$ cat config.mk
export PLATFORM = sky130hd
export DESIGN_NAME = mul_seq_flat
export DESIGN_NICKNAME = d
export VERILOG_FILES = /design/src/rtl/mul_pkg.sv /design/src/rtl/mul_seq_if.sv /design/src/rtl/mul_step.sv /design/src/rtl/mul_seq.sv /design/src/flat_wrapper.sv
export SDC_FILE = /design/constraint.sdc
export NUM_CORES = 1
export LEC_CHECK = 0
export ABC_CLOCK_PERIOD_IN_PS = 4810
export CORE_ASPECT_RATIO = 1.75
export CORE_MARGIN = 8
export CORE_UTILIZATION = 48
export DETAILED_ROUTE_END_ITERATION = 7
export PLACE_DENSITY = 0.71
export REMOVE_ABC_BUFFERS = 1
export SLEW_MARGIN = 5
export SYNTH_ARGS = -nofsm -noshare
export SYNTH_HDL_FRONTEND = slang
export SYNTH_HIERARCHICAL = 1
export SYNTH_SLANG_ARGS = --single-unit
$ cat constraint.sdc
create_clock -name clk -period 4.81 [get_ports clk]
set_input_delay 1.2025 -clock clk [delete_from_list [all_inputs] [get_ports clk]]
set_output_delay 1.2025 -clock clk [all_outputs]
set_load 0.005 [all_outputs]
$ cat src/rtl/mul_pkg.sv
// Shared types and sizing for the sequential RV32M multiplier.
// MUL_RADIX4_EN selects two multiplier bits per iteration instead of one.
package mul_pkg;

    localparam int unsigned DATA_WIDTH = 32;
    localparam int unsigned MUL_CTRL   = 3;
    localparam int unsigned PROD_WIDTH = 2 * DATA_WIDTH;

`ifdef MUL_RADIX4_EN
    localparam int unsigned STEP_BITS = 2;
`else
    localparam int unsigned STEP_BITS = 1;
`endif

    localparam int unsigned MUL_ITERS = DATA_WIDTH / STEP_BITS;
    localparam int unsigned CNT_WIDTH = $clog2(MUL_ITERS);

    typedef enum logic [1:0] {
        MUL    = 2'b00,
        MULH   = 2'b01,
        MULHSU = 2'b10,
        MULHU  = 2'b11
    } mul_op_e;

    typedef enum logic [1:0] {
        IDLE = 2'b00,
        BUSY = 2'b01,
        FIX  = 2'b10
    } mul_state_e;

endpackage

$ cat src/rtl/mul_seq_if.sv
// Request/response bundle between the execute stage and the multiplier.
interface mul_seq_if;
    import mul_pkg::*;

    logic                  start;
    logic [DATA_WIDTH-1:0] op1;
    logic [DATA_WIDTH-1:0] op2;
    logic [MUL_CTRL-1:0]   ctrl;
    logic                  flush;
    logic                  busy;
    logic                  done;
    logic [DATA_WIDTH-1:0] result;

    modport master (
        output start, op1, op2, ctrl, flush,
        input  busy, done, result
    );

    modport slave (
        input  start, op1, op2, ctrl, flush,
        output busy, done, result
    );

endinterface

$ cat src/rtl/mul_step.sv
// One shift-add iteration: adds the multiplicand multiple picked by the low multiplier bits.
// MUL_RADIX4_EN widens the step to two bits using a precomputed 3x multiplicand.
module mul_step
    import mul_pkg::*;
(
    input  logic [PROD_WIDTH-1:0] acc,
    input  logic [PROD_WIDTH-1:0] mcand,
`ifdef MUL_RADIX4_EN
    input  logic [PROD_WIDTH-1:0] mcand3,
`endif
    input  logic [STEP_BITS-1:0]  bits,
    output logic [PROD_WIDTH-1:0] acc_next
);

    logic [PROD_WIDTH-1:0] addend;

    always_comb begin
        addend = '0;
`ifdef MUL_RADIX4_EN
        case (bits)
            2'd0:    addend = '0;
            2'd1:    addend = mcand;
            2'd2:    addend = mcand << 1;
            default: addend = mcand3;
        endcase
`else
        if (bits[0]) begin
            addend = mcand;
        end
`endif
        acc_next = acc + addend;
    end

endmodule

$ cat src/rtl/mul_seq.sv
// Sequential sign-magnitude shift-add multiplier for MUL/MULH/MULHSU/MULHU.
// MUL_RADIX4_EN halves the iteration count; results are unchanged.
module mul_seq
    import mul_pkg::*;
(
    input  logic     clk,
    input  logic     rst,
    mul_seq_if.slave bus
);

    mul_state_e            state_q, state_d;
    logic                  busy_q, busy_d;
    logic                  done_q, done_d;
    logic [DATA_WIDTH-1:0] result_q, result_d;
    logic [PROD_WIDTH-1:0] acc_q, acc_d;
    logic [PROD_WIDTH-1:0] mcand_q, mcand_d;
`ifdef MUL_RADIX4_EN
    logic [PROD_WIDTH-1:0] mcand3_q, mcand3_d;
`endif
    logic [DATA_WIDTH-1:0] mplier_q, mplier_d;
    logic [CNT_WIDTH-1:0]  cnt_q, cnt_d;
    logic                  sfix_q, sfix_d;
    mul_op_e               op_q, op_d;
    logic                  div_q, div_d;

    logic                  op1_signed, op2_signed;
    logic [DATA_WIDTH-1:0] op1_abs, op2_abs;
    logic [PROD_WIDTH-1:0] mcand_init;
    logic [PROD_WIDTH-1:0] acc_step;
    logic [PROD_WIDTH-1:0] prod;

    // Operand magnitudes; |0x80000000| wraps to 0x80000000, which is 2^31 unsigned.
    always_comb begin
        op1_signed = (bus.ctrl[1:0] != 2'b11);
        op2_signed = !bus.ctrl[1];
        op1_abs    = (op1_signed && bus.op1[DATA_WIDTH-1]) ? -bus.op1 : bus.op1;
        op2_abs    = (op2_signed && bus.op2[DATA_WIDTH-1]) ? -bus.op2 : bus.op2;
        mcand_init = PROD_WIDTH'(op1_abs);
        prod       = sfix_q ? -acc_q : acc_q;
    end

    mul_step u_step (
        .acc      (acc_q),
        .mcand    (mcand_q),
`ifdef MUL_RADIX4_EN
        .mcand3   (mcand3_q),
`endif
        .bits     (mplier_q[STEP_BITS-1:0]),
        .acc_next (acc_step)
    );

    // Next-state and datapath update.
    always_comb begin
        state_d  = state_q;
        busy_d   = busy_q;
        done_d   = 1'b0;
        result_d = result_q;
        acc_d    = acc_q;
        mcand_d  = mcand_q;
`ifdef MUL_RADIX4_EN
        mcand3_d = mcand3_q;
`endif
        mplier_d = mplier_q;
        cnt_d    = cnt_q;
        sfix_d   = sfix_q;
        op_d     = op_q;
        div_d    = div_q;

        case (state_q)
            IDLE: begin
                busy_d = 1'b0;
                if (bus.start && !bus.flush) begin
                    state_d  = BUSY;
                    busy_d   = 1'b1;
                    acc_d    = '0;
                    mcand_d  = mcand_init;
`ifdef MUL_RADIX4_EN
                    mcand3_d = mcand_init + (mcand_init << 1);
`endif
                    mplier_d = op2_abs;
                    cnt_d    = '0;
                    sfix_d   = (op1_signed && bus.op1[DATA_WIDTH-1])
                             ^ (op2_signed && bus.op2[DATA_WIDTH-1]);
                    op_d     = mul_op_e'(bus.ctrl[1:0]);
                    div_d    = bus.ctrl[2];
                end
            end
            BUSY: begin
                if (bus.flush) begin
                    state_d = IDLE;
                    busy_d  = 1'b0;
                end else begin
                    acc_d    = acc_step;
                    mcand_d  = mcand_q << STEP_BITS;
`ifdef MUL_RADIX4_EN
                    mcand3_d = mcand3_q << STEP_BITS;
`endif
                    mplier_d = mplier_q >> STEP_BITS;
                    cnt_d    = cnt_q + CNT_WIDTH'(1);
                    if (cnt_q == CNT_WIDTH'(MUL_ITERS - 1)) begin
                        state_d = FIX;
                    end
                end
            end
            FIX: begin
                state_d = IDLE;
                busy_d  = 1'b0;
                if (!bus.flush) begin
                    done_d = 1'b1;
                    if (div_q) begin
                        result_d = '0;
                    end else if (op_q == MUL) begin
                        result_d = prod[DATA_WIDTH-1:0];
                    end else begin
                        result_d = prod[PROD_WIDTH-1:DATA_WIDTH];
                    end
                end
            end
            default: begin
                state_d = IDLE;
                busy_d  = 1'b0;
            end
        endcase
    end

    always_ff @(posedge clk) begin
        if (rst) begin
            state_q  <= IDLE;
            busy_q   <= 1'b0;
            done_q   <= 1'b0;
            result_q <= '0;
            acc_q    <= '0;
            mcand_q  <= '0;
`ifdef MUL_RADIX4_EN
            mcand3_q <= '0;
`endif
            mplier_q <= '0;
            cnt_q    <= '0;
            sfix_q   <= 1'b0;
            op_q     <= MUL;
            div_q    <= 1'b0;
        end else begin
            state_q  <= state_d;
            busy_q   <= busy_d;
            done_q   <= done_d;
            result_q <= result_d;
            acc_q    <= acc_d;
            mcand_q  <= mcand_d;
`ifdef MUL_RADIX4_EN
            mcand3_q <= mcand3_d;
`endif
            mplier_q <= mplier_d;
            cnt_q    <= cnt_d;
            sfix_q   <= sfix_d;
            op_q     <= op_d;
            div_q    <= div_d;
        end
    end

    assign bus.busy   = busy_q;
    assign bus.done   = done_q;
    assign bus.result = result_q;

endmodule
$ cat src/flat_wrapper.sv
// flat-port wrapper written by rule: the top's interface ports become plain ports
module mul_seq_flat import mul_pkg::*;
  (clk, rst, bus_start, bus_op1, bus_op2, bus_ctrl, bus_flush, bus_busy, bus_done, bus_result);
  mul_seq_if bus_i ();
  input  logic clk;
  input  logic rst;
  input wire logic [$bits(bus_i.start)-1:0] bus_start;
  input wire logic [$bits(bus_i.op1)-1:0] bus_op1;
  input wire logic [$bits(bus_i.op2)-1:0] bus_op2;
  input wire logic [$bits(bus_i.ctrl)-1:0] bus_ctrl;
  input wire logic [$bits(bus_i.flush)-1:0] bus_flush;
  output wire logic [$bits(bus_i.busy)-1:0] bus_busy;
  output wire logic [$bits(bus_i.done)-1:0] bus_done;
  output wire logic [$bits(bus_i.result)-1:0] bus_result;
  assign bus_i.start = bus_start;
  assign bus_i.op1 = bus_op1;
  assign bus_i.op2 = bus_op2;
  assign bus_i.ctrl = bus_ctrl;
  assign bus_i.flush = bus_flush;
  assign bus_busy = bus_i.busy;
  assign bus_done = bus_i.done;
  assign bus_result = bus_i.result;
  mul_seq u_core (.clk(clk), .rst(rst), .bus(bus_i));
endmodule
* Word level (Yosys, flattened, before mapping)
Index checks and enable logic that the tools add are counted.
** Storage, ports and cells
- Flip-flop bits (word level) :: 205
- Input port bits :: 71
** Cells by class
- Add/sub/neg operators :: 5
- Equal/unequal tests :: 8
- Multiplexer cells :: 26
- Bitwise gates (word level) :: 3
- Reductions and logical operators :: 13
** Operator list (count)
- $mux W64 :: 6
- $pmux W64 S2 :: 2
- $mux W32 :: 6
- $add A64 B64 Y64 :: 1
- $neg A32 Y32 :: 2
- $neg A64 Y64 :: 1
- $pmux W32 S2 :: 1
- $mux W5 :: 2
- $pmux W5 S2 :: 1
- $mux W2 :: 3
- $ne A2 B2 Y1 const B :: 3
- $reduce_and A2 Y1 :: 3
- $add A5 B1 Y5 const B :: 1
- $eq A5 B5 Y1 const B :: 1
- $logic_not A2 Y1 :: 2
- $pmux W2 S2 :: 1
- $logic_and A1 B1 Y1 :: 3
- $mux W1 :: 3
- $ne A3 B2 Y1 const B :: 1
- $reduce_and A3 Y1 :: 1
- $eq A2 B1 Y1 const B :: 1
- $eq A2 B2 Y1 const B :: 1
- $logic_not A1 Y1 :: 2
- $ne A2 B1 Y1 const B :: 1
- 5 further kinds :: 6

* Depth between registers and ports, before layout
Gate-level depths: netlist of run 1.
- Depth after elaboration :: 5
- Depth in mapped cells :: 15

* Cells and area by module
Netlist of run 1, hierarchy kept.
** Modules (own cells, without submodules)
- mul_seq :: times used 1, cells an instance 1488, area each 11173.2 µm², sequential area each 4103.9 µm²
- mul_step :: times used 1, cells an instance 633, area each 4134.0 µm², sequential area each 0.0 µm²

* Worst setup path before layout of run 1
No wires, ideal clock.
- Path type :: register to register
- Start :: register u_core.mplier_q[0]
- End :: register u_core.acc_q[56]
- Arrival :: 3.329 ns
- Required time :: 4.740 ns
- Setup slack :: 1.411 ns
- Stages on the path, launching flop included :: 16
- Period minus slack after synthesis :: 3.399 ns
- Path through :: dfxtp_1 -> clkbuf_1 -> and2_1 -> ha_1 -> buf_6 -> a211o_1 -> a31o_1 -> a21bo_1 -> or3_4 -> a21o_1 -> a2111oi_4 -> o41ai_1 -> a31oi_1 -> xnor2_1 -> nand3_1 -> a21oi_1
** Between the ends
- Cells in the longest elaborated chain, start to end :: 4
** RTL lines
- from (decl) :: line mul_seq.sv:20 : logic [DATA_WIDTH-1:0] mplier_q, mplier_d;
- from (signal assigned) :: line mul_seq.sv:152 : mplier_q <= mplier_d;
- $mux W64 :: line mul_step.sv:27 : if (bits[0]) begin
- $add A64 B64 Y64 :: line mul_step.sv:31 : acc_next = acc + addend;
- via u_core.acc_step[56] :: line mul_seq.sv:29 : logic [PROD_WIDTH-1:0] acc_step;
- $mux W64 :: line mul_seq.sv:89 : if (bus.flush) begin
- $pmux W64 S2 :: line mul_seq.sv:69 : case (state_q)
- to (signal assigned) :: line mul_seq.sv:132 : acc_q <= '0;
- to (signal assigned) :: line mul_seq.sv:147 : acc_q <= acc_d;
- to (decl) :: line mul_seq.sv:15 : logic [PROD_WIDTH-1:0] acc_q, acc_d;
The timed path passes the listed nets, and every way through them passes these cells. The select of a mux whose other input is x is not followed.
A chain may end at the register's enable or synchronous reset.

* Final worst setup path of run 1
- Start :: register u_core.mplier_q[0]
- End :: register u_core.acc_q[63]
The elaborated chain is that of the path after synthesis.

==> results.md, run 1 <==
* NumNets Final at 2280
* Sequential power share at 0.418
* TritonCTS Buffers at 22
* Seq/Total Area, Yosys at 0.268
* Most frequent cell after synthesis: a21oi_1
* Overflow left after global routing at 0
* Gr usage total at 0.271
* RSZ-0062 raised after global routing: false
* DRT iter0 DRCs at 1031
* Horiz. Die Dim at 151 µm
* Worst r2r src: u_core/mplier_q[0]$_SDFFE_PP0P_
* Layout cells sized above 1 at 0.0589
* DRT Pass-1 Iters at 6
* P_sw at 1110 µW
* WL final at 52300 µm
* Static leakage at 0.00666 µW
* Synthesis-to-layout area growth at 14.1%
* EDFF count, synth at 0
* CTS H-tree lvls at 1
* Post_cts resized at 0
* Filler cells at between 3000 and 4000
* Fin. max-slew vios at 0
* DRC at 0
* Die area at ~0.038 mm²
* Startpoint Class: flip-flop
* Via density at 6.25
* Netlist Area Pre-Place at around 0.015 mm²
* Clock sink count at 205
* Clock power frac at 0.462
* Crit share post-route at 0.809
* Post-synth ARST share at 0
* Starting density of the core at 0.487
* CP max stage cell: o21ai_0
* Antenna diodes at 0
* Worst-path clk slew at roughly 0.070 ns
* Mean Syn Cell Area at 7.22 µm²
* Cells after synthesis at 2121
* Setup total negative slack at 0 ns
* Critical Path Sink Type: flip-flop
* Initial antenna violation count at 0
* Post-synth top flop: dfxtp_1
* Clk buf depth at 3
* Skew-Pair Late Insertion Delay at 0.53 ns
* Max Fclk at 0.257 GHz
* Hold Crit Start: u_core/mplier_q[25]$_SDFFE_PP0P_
* FP Rows at 86
* Maximum net fanout on the critical path at 24
* Routed vias at 16000
* Antenna Nets Post-Route at 0
* CTS tree: done
* Setup crit start: u_core/mplier_q[0]$_SDFFE_PP0P_
* Tmin final at 3.89 ns
* Final Hold Fails at 0
* Vias in the first global route at about 16000
* Synth top area share at 0.268
* IO Pins at 105
* Global-route wire length before repair at between 80000 and 90000 µm
* Synth top area cells: dfxtp_1 (27%), a21oi_1 (8.7%), nand2_1 (6.3%)
* Hold Slack at 0.456 ns
* Internal power at 3130 µW
* Seq cells post-synth at 205
* Die H at 252 µm
* Setup Skew at 0.0135 ns
* HP Class: reg2reg
* Crit path arrival time at 4.34 ns
* Peak VDD IR at 310 µV
* Pwr/cell area at between 200 and 250 mW/mm²
* Final setup viols at 0
* Combinational share of power at 0.120
* Hpwl dp at slightly below 40000 µm
* Core Area at 0.0314 mm²
* # Max-Cap Violations at 0
* CP Data Required Time at 5.25 ns
* Rel. slew slack at 0.268
* Outcome: completed
* Largest net degree at the start of global routing at 115
* CTS Hold Buffers Added at 0
* Setup Fix Bufs, Post-CTS at 0
* Wire per inst at 20.5 µm
* Synth warnings at 6
* Root Buffer: clkbuf_16
* Crit path cell chain: buf_4 -> and2_1 -> ha_1 -> a21oi_1 -> nand2_1 -> o21ai_0 -> a211oi_1 -> buf_4 -> o31ai_1 -> o21ai_1 -> a21oi_1 -> o41ai_1 -> buf_4 -> xnor2_1 -> nand3_1 -> a21oi_1
* Synth area leader: dfxtp_1
* Worst-margin pin slew at between 1 and 1.5 ns
* Port Buffer Count at 104
* Crit path largest cell delay at 0.59 ns
* Top cells by count, synth: a21oi_1 (267), nand2_1 (257), dfxtp_1 (205)
* Routability cong. at 0.966
* Crit Path Class: reg2reg
* Post-synth cell types at 82
* Switch share at 0.262
-- power groups by stage --
stage                     Sequential, µW  Clock [µW]  Combinational, µW
final                               1770        1960                511
after global routing                1780        2050                561
after CTS                           1770        2000                509
after detailed placement            1810           0                507
after global placement              1810           0                499
after floorplan                     1810           0                286
-- cells in the final DEF (no fill, tap or decap), types with 6 or more instances in the layout --
master           netlist  routed
a211oi_1              25      25
a21boi_0               6       6
a21o_1                22      22
a21oi_1              267     267
a22oi_1               15      15
a31oi_1               42      42
and2_1                68      68
and3_1                 9       9
buf_4                  0      36
clkbuf_16              0      23
clkdlybuf4s50_1        0     103
dfxtp_1              205     204
ha_1                  68      68
inv_1                 40      40
mux2i_1               13      13
nand2_1              257     257
nand2b_1              11      10
nand3_1              148     148
nand4_1               36      36
nor2_1               168     167
nor2b_1               12      10
nor3_1                40      40
nor4_1                25      25
nor4_2                 6       6
o211ai_1              11      11
o21ai_0              102     102
o21bai_1              23      23
o221ai_1               6       6
o22ai_1                7       7
o31ai_1               22      22
o41ai_1               24      24
or2_2                 15      15
or3_1                 22      22
or4_1                 15      15
xnor2_1               85      85
xor2_1                75      75
-- layout make-up --
class | count | area, µm² | share of cell area
repair buffers | 143 | 1370 | 0.0786
clock buffers | 29 | 638 | 0.0365
well taps | 396 | 495 | 0.0284
multi-input cells | 1728 | 10500 | 0.602
inverters | 40 | 150 | 0.00860
flip-flops and latches | 205 | 4110 | 0.235
clock inverters | 11 | 184 | 0.0105
-- layer usage --
layer | GRT usage | vias up | wire, µm
met5 | 0 | - | 0
met4 | 0.176 | 0 | 3630
met3 | 0.0314 | 181 | 2390
met2 | 0.498 | 567 | 27200
met1 | 0.283 | 7510 | 19100
li1 | - | 7704 | -
-- registers in the layout (all words and copies together) (netlist names) --
| register | cells |
|---|---|
| u_core/mcand_q | 64 |
| u_core/cnt_q | 5 |
| u_core/state_q | 2 |
| u_core/bus.done | 1 |
| u_core/bus.result | 32 |
| u_core/div_q | 1 |
| u_core/acc_q | 64 |
| u_core/mplier_q | 32 |
| u_core/op_q | 2 |
| u_core/bus.busy | 1 |
| u_core/sfix_q | 1 |
-- worst paths after layout --
path,end,cells after the start,slack (ns)
hold reg to reg,u_core/mplier_q[25]$_SDFFE_PP0P_,2,0.46
setup reg to reg,u_core/acc_q[63]$_SDFFE_PP0P_,16,0.92
setup / recovery,u_core/acc_q[63]$_SDFFE_PP0P_,16,0.92
hold / removal,u_core/mplier_q[25]$_SDFFE_PP0P_,2,0.46
-- cells by family after synthesis --
family	after synthesis	synth area share
AOI/OAI and AO/OA	626	0.251
xor gates and xnor gates	160	0.0915
adders and majority gates	69	0.0569
buffers and inverters	188	0.0470
DFF	205	0.268
muxes	16	0.0107
and+or+nand+nor	857	0.275
-- metrics by stage --
stage / instances / util / power [µW] / instance area (µm²) / setup WS, ns
after floorplan: 1973 / - / 2090 / 14700 / -5.61
after global placement: 2512 / 0.530 / 2310 / 16600 / 0.971
after detailed placement: 2512 / 0.530 / 2320 / 16600 / 0.939
after CTS: 2552 / 0.556 / 4280 / 17500 / 0.973
after global routing: 2552 / 0.556 / 4390 / 17500 / 0.773
final: 2552 / 0.556 / 4250 / 17500 / 0.917
-- worst max-delay path: cells and delay by family (launching register included) --
kind / cells / cell delay (ns)
flip-flops: 1 / 0.32
AO/OA/AOI/OAI: 8 / 2.13
XOR/XNOR: 1 / 0.14
buffers and inverters: 3 / 0.49
adder cells (fa/ha/maj): 1 / 0.36
AND/OR/NAND/NOR: 3 / 0.36
Note: power is estimated with default switching activity, not from simulation.
==> run 2, diff against run 1 <==
Settings changed: ABC_CLOCK_PERIOD_IN_PS 4810 to 3300, PLACE_DENSITY 0.71 to 0.74.
Clock period 4.81 ns to 3.3 ns, I/O delays scaled along.
==> results.md, run 2 (synthesized netlist as in run 1, its figures left out) <==
* Regs by FF count: u_core/acc_q x64, u_core/mcand_q x64
* Final Hold Fails at 0
* IO Pins at between 100 and 150
* Maximum net fanout on the critical path at 6
* Skew-Pair Late Insertion Delay at 0.53 ns
* HP Class: reg2reg
* Routability cong. at 0.988
* Static leakage at 0.00810 µW
* RSZ-0062 raised after global routing: true
* CTS Hold Buffers Added at 0
* TritonCTS Buffers at 23
* Most frequent cells in the layout: buf_4 (310), a21oi_1 (260), nand2_1 (253)
* Die area at 0.0381 mm²
* Crit Path Class: reg2reg
* Layout Cells excl Fill at 2830
* FP Rows at 86
* Clk buf depth at 3
* Global-route wire length before repair at 86600 µm
* CP Data Required Time at 3.76 ns
* Layout cells sized above 1 at 0.193
* NumNets Final at 2558
* Pwr Total at 6340 µW
* Crit path arrival time at slightly below 4 ns
* Inst Count DP at 2777
* DRT Pass-1 Iters at 7
* Setup Skew at 0.00939 ns
* Vias in the first global route at ~17000
* Clock sink count at 205
* Horiz. Die Dim at 151 µm
* Root Buffer: clkbuf_16
* Via density at 6.06
* Crit share post-route at 1.05
* DRT iter0 DRCs at 1127
* Fin worst setup slack at -0.150 ns
* Starting density of the core at 0.487
* Hpwl dp at 41600 µm
* Core Area at 0.0314 mm²
* Overflow left after global routing at 0
* CTS H-tree lvls at 1
* Antenna Nets Post-Route at 0
* Worst-margin pin slew at 0.884 ns
* Wire per inst at just under 20 µm
* Critical Path Sink Type: flip-flop
* Synthesis-to-layout area growth at 30.8%
* WHS Path Cells at 2
* Outcome: finished with violations
* Port Buffer Count at 104
* Worst reg-to-reg path cell count at 14
* Pre-CTS setup slack at -0.700 ns
* Failing checks: negative setup slack
* # Max-Cap Violations at 0
* WL final at 55500 µm
* Routed vias at 17100
* Tmin final at 3.45 ns
* Fin. max-slew vios at 0
* Max Fclk at 0.290 GHz
* Antenna diodes at 0
* Rel. slew slack at 0.411
* Final core utilization at 0.637
* Gr usage total at 0.281
* DRC at 0
* CTS tree: done
* Peak VDD IR at 501 µV
* Worst-path clk slew at 0.06 ns
* Pwr/cell area at 317 mW/mm²
* Initial antenna violation count at 0
* Die H at 252 µm
* Final setup viols at 8
* Startpoint Class: flip-flop
* Largest net degree at the start of global routing at 89
* Commonest non-fill, non-tap cell in the layout: buf_4
-- run 2: cell types whose count changed in the layout (fill, tap and decap cells not counted), moves of 6 or more --
cell	before	now
buf_4	36	310
ha_1	68	51
o21ai_0	102	88
ha_4	0	13
o21ai_1	2	12
a21oi_1	267	260
a21oi_2	0	6
-- run 2: final timing paths --
path / end / slack, ns / start
setup / recovery: u_core/acc_q[56]$_SDFFE_PP0P_ / -0.15 / u_core/mplier_q[0]$_SDFFE_PP0P_
hold / removal: u_core/bus.result[6]$_SDFFE_PP0P_ / 0.46 / u_core/bus.result[6]$_SDFFE_PP0P_
hold reg to reg: u_core/bus.result[6]$_SDFFE_PP0P_ / 0.46 / u_core/bus.result[6]$_SDFFE_PP0P_
setup reg to reg: u_core/acc_q[56]$_SDFFE_PP0P_ / -0.15 / u_core/mplier_q[0]$_SDFFE_PP0P_
-- run 2: layout make-up --
cell class	instances	area [µm²]
multi-input cells	1728	10900
flip-flops and latches	205	4110
repair buffers	420	3480
fillers	2800	11400
clock buffers	26	617
inverters	40	150
well taps	396	495
clock inverters	15	248
-- run 2: metrics by stage --
step | hold slack (ns) | setup TNS [ns] | instance area (µm²)
3_3_place_gp | 0.437 | -7.44 | 18600
3_5_place_dp | 0.447 | -8.54 | 18600
2_1_floorplan | 0.425 | -777.85 | 14700
6_report | 0.459 | -0.403 | 20000
5_1_grt | 0.478 | -1.87 | 20000
4_1_cts | 0.458 | -0.450 | 19600
-- run 2: layer usage --
layer	part of all wire	GRT usage	vias up
met4	0.078	0.214	0
met2	0.52	0.513	607
met3	0.046	0.0344	205
li1	-	-	8264
met1	0.36	0.282	8072
met5	0	0	-
-- run 2: report_power, final --
group	internal [µW]	total [µW]	switching [µW]
Combinational	320	799	479
Clock	1820	2950	1130
Sequential	2540	2590	53.4
Total	4680	6340	1660
-- run 2: repair_timing --
| action | CTS | global route |
|---|---|---|
| setup buffers | 4 | 8 |
| pin swaps | 18 | 35 |
| gates resized for setup | 26 | 66 |
| setup endpoints to repair | 35 | 24 |
-- run 2: critical path, stage by stage (launching register included) --
cell and delay (ns):
dfxtp_4 0.37, and2_4 0.15, ha_4 0.16, fa_2 0.38
a21o_1 0.19, a31o_1 0.23, a21bo_1 0.21, or3_4 0.36
a21o_4 0.25, a2111oi_4 0.35, o41ai_2 0.14, a31oi_1 0.23
xnor2_1 0.15, nand3_1 0.08, a21oi_1 0.13
==> RTL edit 1 (config.mk and constraints of run 1) <==
The option `MUL_RADIX4_EN` is turned on by a define.
--- a/src/rtl/mul_pkg.sv
+++ b/src/rtl/mul_pkg.sv
@@ -1,5 +1,7 @@
 // Shared types and sizing for the sequential RV32M multiplier.
 // MUL_RADIX4_EN selects two multiplier bits per iteration instead of one.
+`define MUL_RADIX4_EN
+
 package mul_pkg;
 
     localparam int unsigned DATA_WIDTH = 32;
Formal check against the unedited RTL: no difference found for any inputs over 10 cycles, from zero or initial values and one cycle with rst high; that may be too few to reach the edited logic, so the function may still have changed.
==> RTL edit 1 against run 1 <==
- cell area grew 39%
- sequential cell count is 62 higher
- non-clock buffer count grew 190
- synthesized area up 31%
- worst setup slack lost 0.83 ns
- power up 47%
- routed wire length grew 32%
==> RTL edit 1: results (changes against run 1) <==
worst_setup_path:
  reg2reg_to: "u_core/acc_q[41]"
  r2r_slack_ns: 0.24  # -0.68 ns
  startpoint: "bus_op1[31]"
  cp.required_ns: 5.29  # +0.04 ns
  reg2regPathDepth: 15  # -1
placed_design:
  place_inst: 3390  # +35%
  place_congestion: 0.978  # +1.2%
power:
  switching_share: 0.306  # +0.0439
  combPwrFrac: 0.257  # +0.137
  p_leak_nw: 9.71  # +46%
  vdd_drop_max_mv: 0.226  # -27%
cells_and_area:
  top_regs: "u_core/acc_q x64, u_core/mcand_q x64, u_core/mcand3_q x63"
  layout-drive-gt1-share: 0.157  # +0.0977
  nNetsFinal: 3057  # +34%
global_routing:
  first_global_vias: 20700  # +33%
  grt_max_degree: 174  # +51%
cts:
  clock_latency_ns: 0.58  # +0.05 ns
route:
  routedWlPerCell_um: 20.0  # -2.5%
  drt_iter0_drc: 1310  # +27%
  dr.pass1.iters: 7  # +1
sta:
  final.period_utilization: 0.981  # +0.172
  clock_skew_ns: 0.0115  # -0.00202 ns
synth:
  syn_inst: 2697  # +27%
  synth_common_cells: "nand2_1, a21oi_1, dfxtp_1"
  seq_area_frac_synth: 0.266  # -0.00217
status:
  outcome: "completed"
RTL edit 1: cell count changes in the layout (fill, tap and decap cells not counted), moves of 24 or more:
cell     delta
ha_1       +31
a21o_1     +29
mux2_2     +60
and2_1     -63
o21ai_0    +24
nor2_1     +63
buf_4     +184
xnor2_1    +29
a21oi_1    +61
dfxtp_1    +60
a22o_1     +65
nand2_1    +87
RTL edit 1: layer usage:
metal | part of all wire | track usage | up-vias
li1 | - | - | 10200
met1 | 0.35 | 0.267 | 9895
met2 | 0.53 | 0.518 | 578
met3 | 0.035 | 0.0297 | 236
met4 | 0.079 | 0.207 | 0
met5 | 0 | 0 | -
RTL edit 1: worst min path at each step:
stage                               from              endpoint  cells after the start  slack (ns)
floorplan            u_core/mcand3_q[62]   u_core/mcand3_q[62]                      2        0.42
detailed placement  u_core/bus.result[1]  u_core/bus.result[1]                      2        0.45
finish              u_core/bus.result[1]  u_core/bus.result[1]                      2        0.45
CTS                 u_core/bus.result[1]  u_core/bus.result[1]                      2        0.45
global placement      u_core/mcand_q[63]    u_core/mcand_q[63]                      2        0.44
global route         u_core/mcand3_q[63]   u_core/mcand3_q[63]                      2        0.47
RTL edit 1: through the flow:
step / hold slack [ns] / setup slack, ns
after global placement: 0.437 / -0.808
after global routing: 0.474 / -0.0387
after detailed placement: 0.445 / -0.894
final: 0.450 / 0.0901
after CTS: 0.454 / 0.00173
after floorplan: 0.422 / -8.75
RTL edit 1: what timing repair did:
action,in CTS,in global routing
pin swaps,6,43
gates resized for setup,17,61
endpoints found under the setup margin,10,14
setup buffers,4,10
RTL edit 1: layout make-up:
class / instances / area, um^2 / area share
clock buffer: 35 / 788 / 0.0324
tap: 555 / 694 / 0.0285
multi-input combinational: 2205 / 14300 / 0.587
timing repair buffer: 333 / 2880 / 0.118
inverter: 44 / 165 / 0.00679
clock inverter: 15 / 164 / 0.00674
sequential: 267 / 5350 / 0.220
RTL edit 1: kinds of logic after synthesis:
| kind of cell | count (synthesis) | synth area share |
|---|---|---|
| buffers and inverters | 225 | 0.0432 |
| AO/OA/AOI/OAI | 868 | 0.281 |
| AND/OR/NAND/NOR | 967 | 0.219 |
| flip-flops | 267 | 0.266 |
| XOR/XNOR | 197 | 0.0866 |
| adder cells (fa/ha/maj) | 106 | 0.0667 |
| multiplexers | 67 | 0.0375 |
RTL edit 1: critical path: stages:
cell and delay (ns):
clkdlybuf4s50_1 0.56, a21boi_2 0.24, buf_12 0.15, buf_4 0.18, nand2_1 0.09, xnor2_1 0.25
ha_1 0.31, a21oi_1 0.26, o31ai_4 0.15, o41ai_4 0.34, a31oi_2 0.17, o211ai_2 0.24
a211oi_2 0.14, buf_4 0.16, o21ai_4 0.27, o31ai_2 0.10, xnor2_1 0.14, a221oi_2 0.23
==> RTL edit 2 (config.mk and constraints of run 1) <==
Made on the original files. `result_q` no longer has a reset.
--- a/src/rtl/mul_seq.sv
+++ b/src/rtl/mul_seq.sv
@@ -128,7 +128,6 @@
             state_q  <= IDLE;
             busy_q   <= 1'b0;
             done_q   <= 1'b0;
-            result_q <= '0;
             acc_q    <= '0;
             mcand_q  <= '0;
 `ifdef MUL_RADIX4_EN
@@ -143,7 +142,6 @@
             state_q  <= state_d;
             busy_q   <= busy_d;
             done_q   <= done_d;
-            result_q <= result_d;
             acc_q    <= acc_d;
             mcand_q  <= mcand_d;
 `ifdef MUL_RADIX4_EN
@@ -157,6 +155,10 @@
         end
     end
 
+    always_ff @(posedge clk) begin
+        result_q <= result_d;
+    end
+
     assign bus.busy   = busy_q;
     assign bus.done   = done_q;
     assign bus.result = result_q;
Formal check against the unedited RTL: no difference found for any inputs over 10 cycles, from zero or initial values and one cycle with rst high; that may be too few to reach the edited logic, so the function may still have changed.
==> RTL edit 2 against run 1 <==
- fmax decreased by 4.2%
- count of clock-buffer cells in the layout increased by 1
- routed wire length decreased by 9.5%
- global-route usage decreased by 2.9 points
- power decreased by 3.9%
- worst setup slack got worse by 0.17 ns
- synthesized area decreased by 0.47%
- sequential cell count unchanged
- cell area decreased by 1.7%
- critical endpoint is now u_core/acc_q[45]
- largest power group is now sequential cells
==> RTL edit 2: results (changes against run 1) <==
status:
  outcome: "completed"
hold_path:
  min_path_cells: 2  # unchanged
  min_from: "u_core/mplier_q[18]"
  hold_end: "u_core/mplier_q[18]"
global_routing:
  grt_usage: 0.243  # -0.0288
  grt_max_degree: 146  # +27%
  grt_pass1_wl_um: 75100  # -10%
  first_global_vias: 14600  # -6.2%
synth:
  netlist_top_cells_area: "dfxtp_1, a21oi_1, edfxtp_1"
  synthAdderAreaFrac: 0.0572  # +0.000266
  muxShareOfSynthArea: 0.00476  # -0.00594
  synth_edf_count: 32  # +32
  synth-compound-area-share: 0.253  # +0.00232
  seq_area_frac_synth: 0.290  # +0.0223
  avgSynthCellArea_um2: 7.58  # +5.0%
  yosys.area_share.xor_xnor: 0.0954  # +0.00388
  synthArstFlopShare: 0  # unchanged
  synth_common_cells: "a21oi_1, nand2_1, dfxtp_1"
worst_setup_path:
  reg2regPathDepth: 13  # -3
  r2r_slack_ns: 0.75  # -0.17 ns
  crit_arrival_ns: 4.53  # +0.19 ns
  reg2reg_to: "u_core/acc_q[45]"
route:
  routedWlPerCell_um: 19.5  # -4.9%
  dr.pass1.iters: 5  # -1
  wl_um: 47300  # -9.5%
sta:
  worst_slew_pin_slew_ns: 0.879  # -0.218 ns
  hold_ws_ns: 0.452  # -0.00453 ns
cells_and_area:
  layout-drive-gt1-share: 0.0492  # -0.00969
  nNetsFinal: 2156  # -5.4%
power:
  p_leak_nw: 6.48  # -2.7%
  vdd_drop_max_mv: 0.213  # -31%
placed_design:
  place_inst: 2388  # -4.9%
  port_buffers: 104  # unchanged
  dp_hpwl_um: 35600  # -8.9%
  pre_cts_slack_ns: 0.651  # -0.288 ns
[RTL edit 2: cell types whose count changed after synthesis, moves of 13 or more]
| cell | run 1 | this run |
|---|---|---|
| a211oi_1 | 25 | 39 |
| a21o_1 | 22 | 38 |
| a21oi_1 | 267 | 240 |
| a22oi_1 | 15 | 2 |
| a31oi_1 | 42 | 29 |
| clkbuf_1 | 138 | 119 |
| dfxtp_1 | 205 | 173 |
| edfxtp_1 | 0 | 32 |
| nand2_1 | 257 | 226 |
| nor2_1 | 168 | 155 |
[RTL edit 2: cell type report]
class	instances	area (um^2)
clock buffers	30	643
flip-flops and latches	205	4430
repair buffers	128	1270
well taps	396	495
clock inverters	10	93.8
inverters	29	109
multi-input cells	1630	10100
fillers	3083	14300
[RTL edit 2: critical path, cell delays in order, from the launching register on]
cell and delay (ns):
dfxtp_1 0.58, and2_1 0.25, ha_1 0.25, a211oi_1 0.32
nor3_1 0.15, o311ai_1 0.45, a211oi_1 0.18, o311ai_1 0.64
o21ai_1 0.25, a21oi_1 0.33, o21ai_0 0.19, xor2_1 0.17
nand3_1 0.08, a21oi_1 0.15
[RTL edit 2: worst max-delay path by stage]
stage | startpoint | endpoint | slack [ns]
finish | u_core/mplier_q[0] | u_core/acc_q[45] | 0.75
global route | u_core/mplier_q[0] | u_core/acc_q[57] | 0.32
detailed placement | bus_op1[0] | u_core/mcand_q[28] | 0.65
CTS | u_core/mplier_q[0] | u_core/acc_q[56] | 0.84
global placement | bus_op1[0] | u_core/mcand_q[30] | 0.73
floorplan | bus_start | u_core/mplier_q[30] | -5.50
[RTL edit 2: power breakdown]
| group | internal [W] | switching [W] |
|---|---|---|
| clock network | 0.00100 | 0.000739 |
| logic | 0.000195 | 0.000333 |
| registers | 0.00178 | 0.0000309 |
[RTL edit 2: cells by family (layout without fill, tap and decap cells)]
family,after synthesis,count (layout)
compound gates,613,613
xor+xnor,166,166
fa+ha+maj,69,69
buf+inv,176,197
flops,205,205
mux,7,7
simple gates,775,775
[RTL edit 2: per-stage QoR]
step	utilization	area, um^2
3_5_place_dp	0.523	16400
3_3_place_gp	0.523	16400
6_report	0.546	17200
5_1_grt	0.546	17200
4_1_cts	0.546	17200
2_1_floorplan	-	14600
[RTL edit 2: routing by layer]
| metal | global-route usage | vias up | wire (um) |
|---|---|---|---|
| li1 | - | 7321 | - |
| met1 | 0.257 | 7109 | 17500 |
| met2 | 0.449 | 493 | 24900 |
| met3 | 0.0230 | 153 | 1900 |
| met4 | 0.150 | 0 | 3000 |
| met5 | 0 | - | 0 |
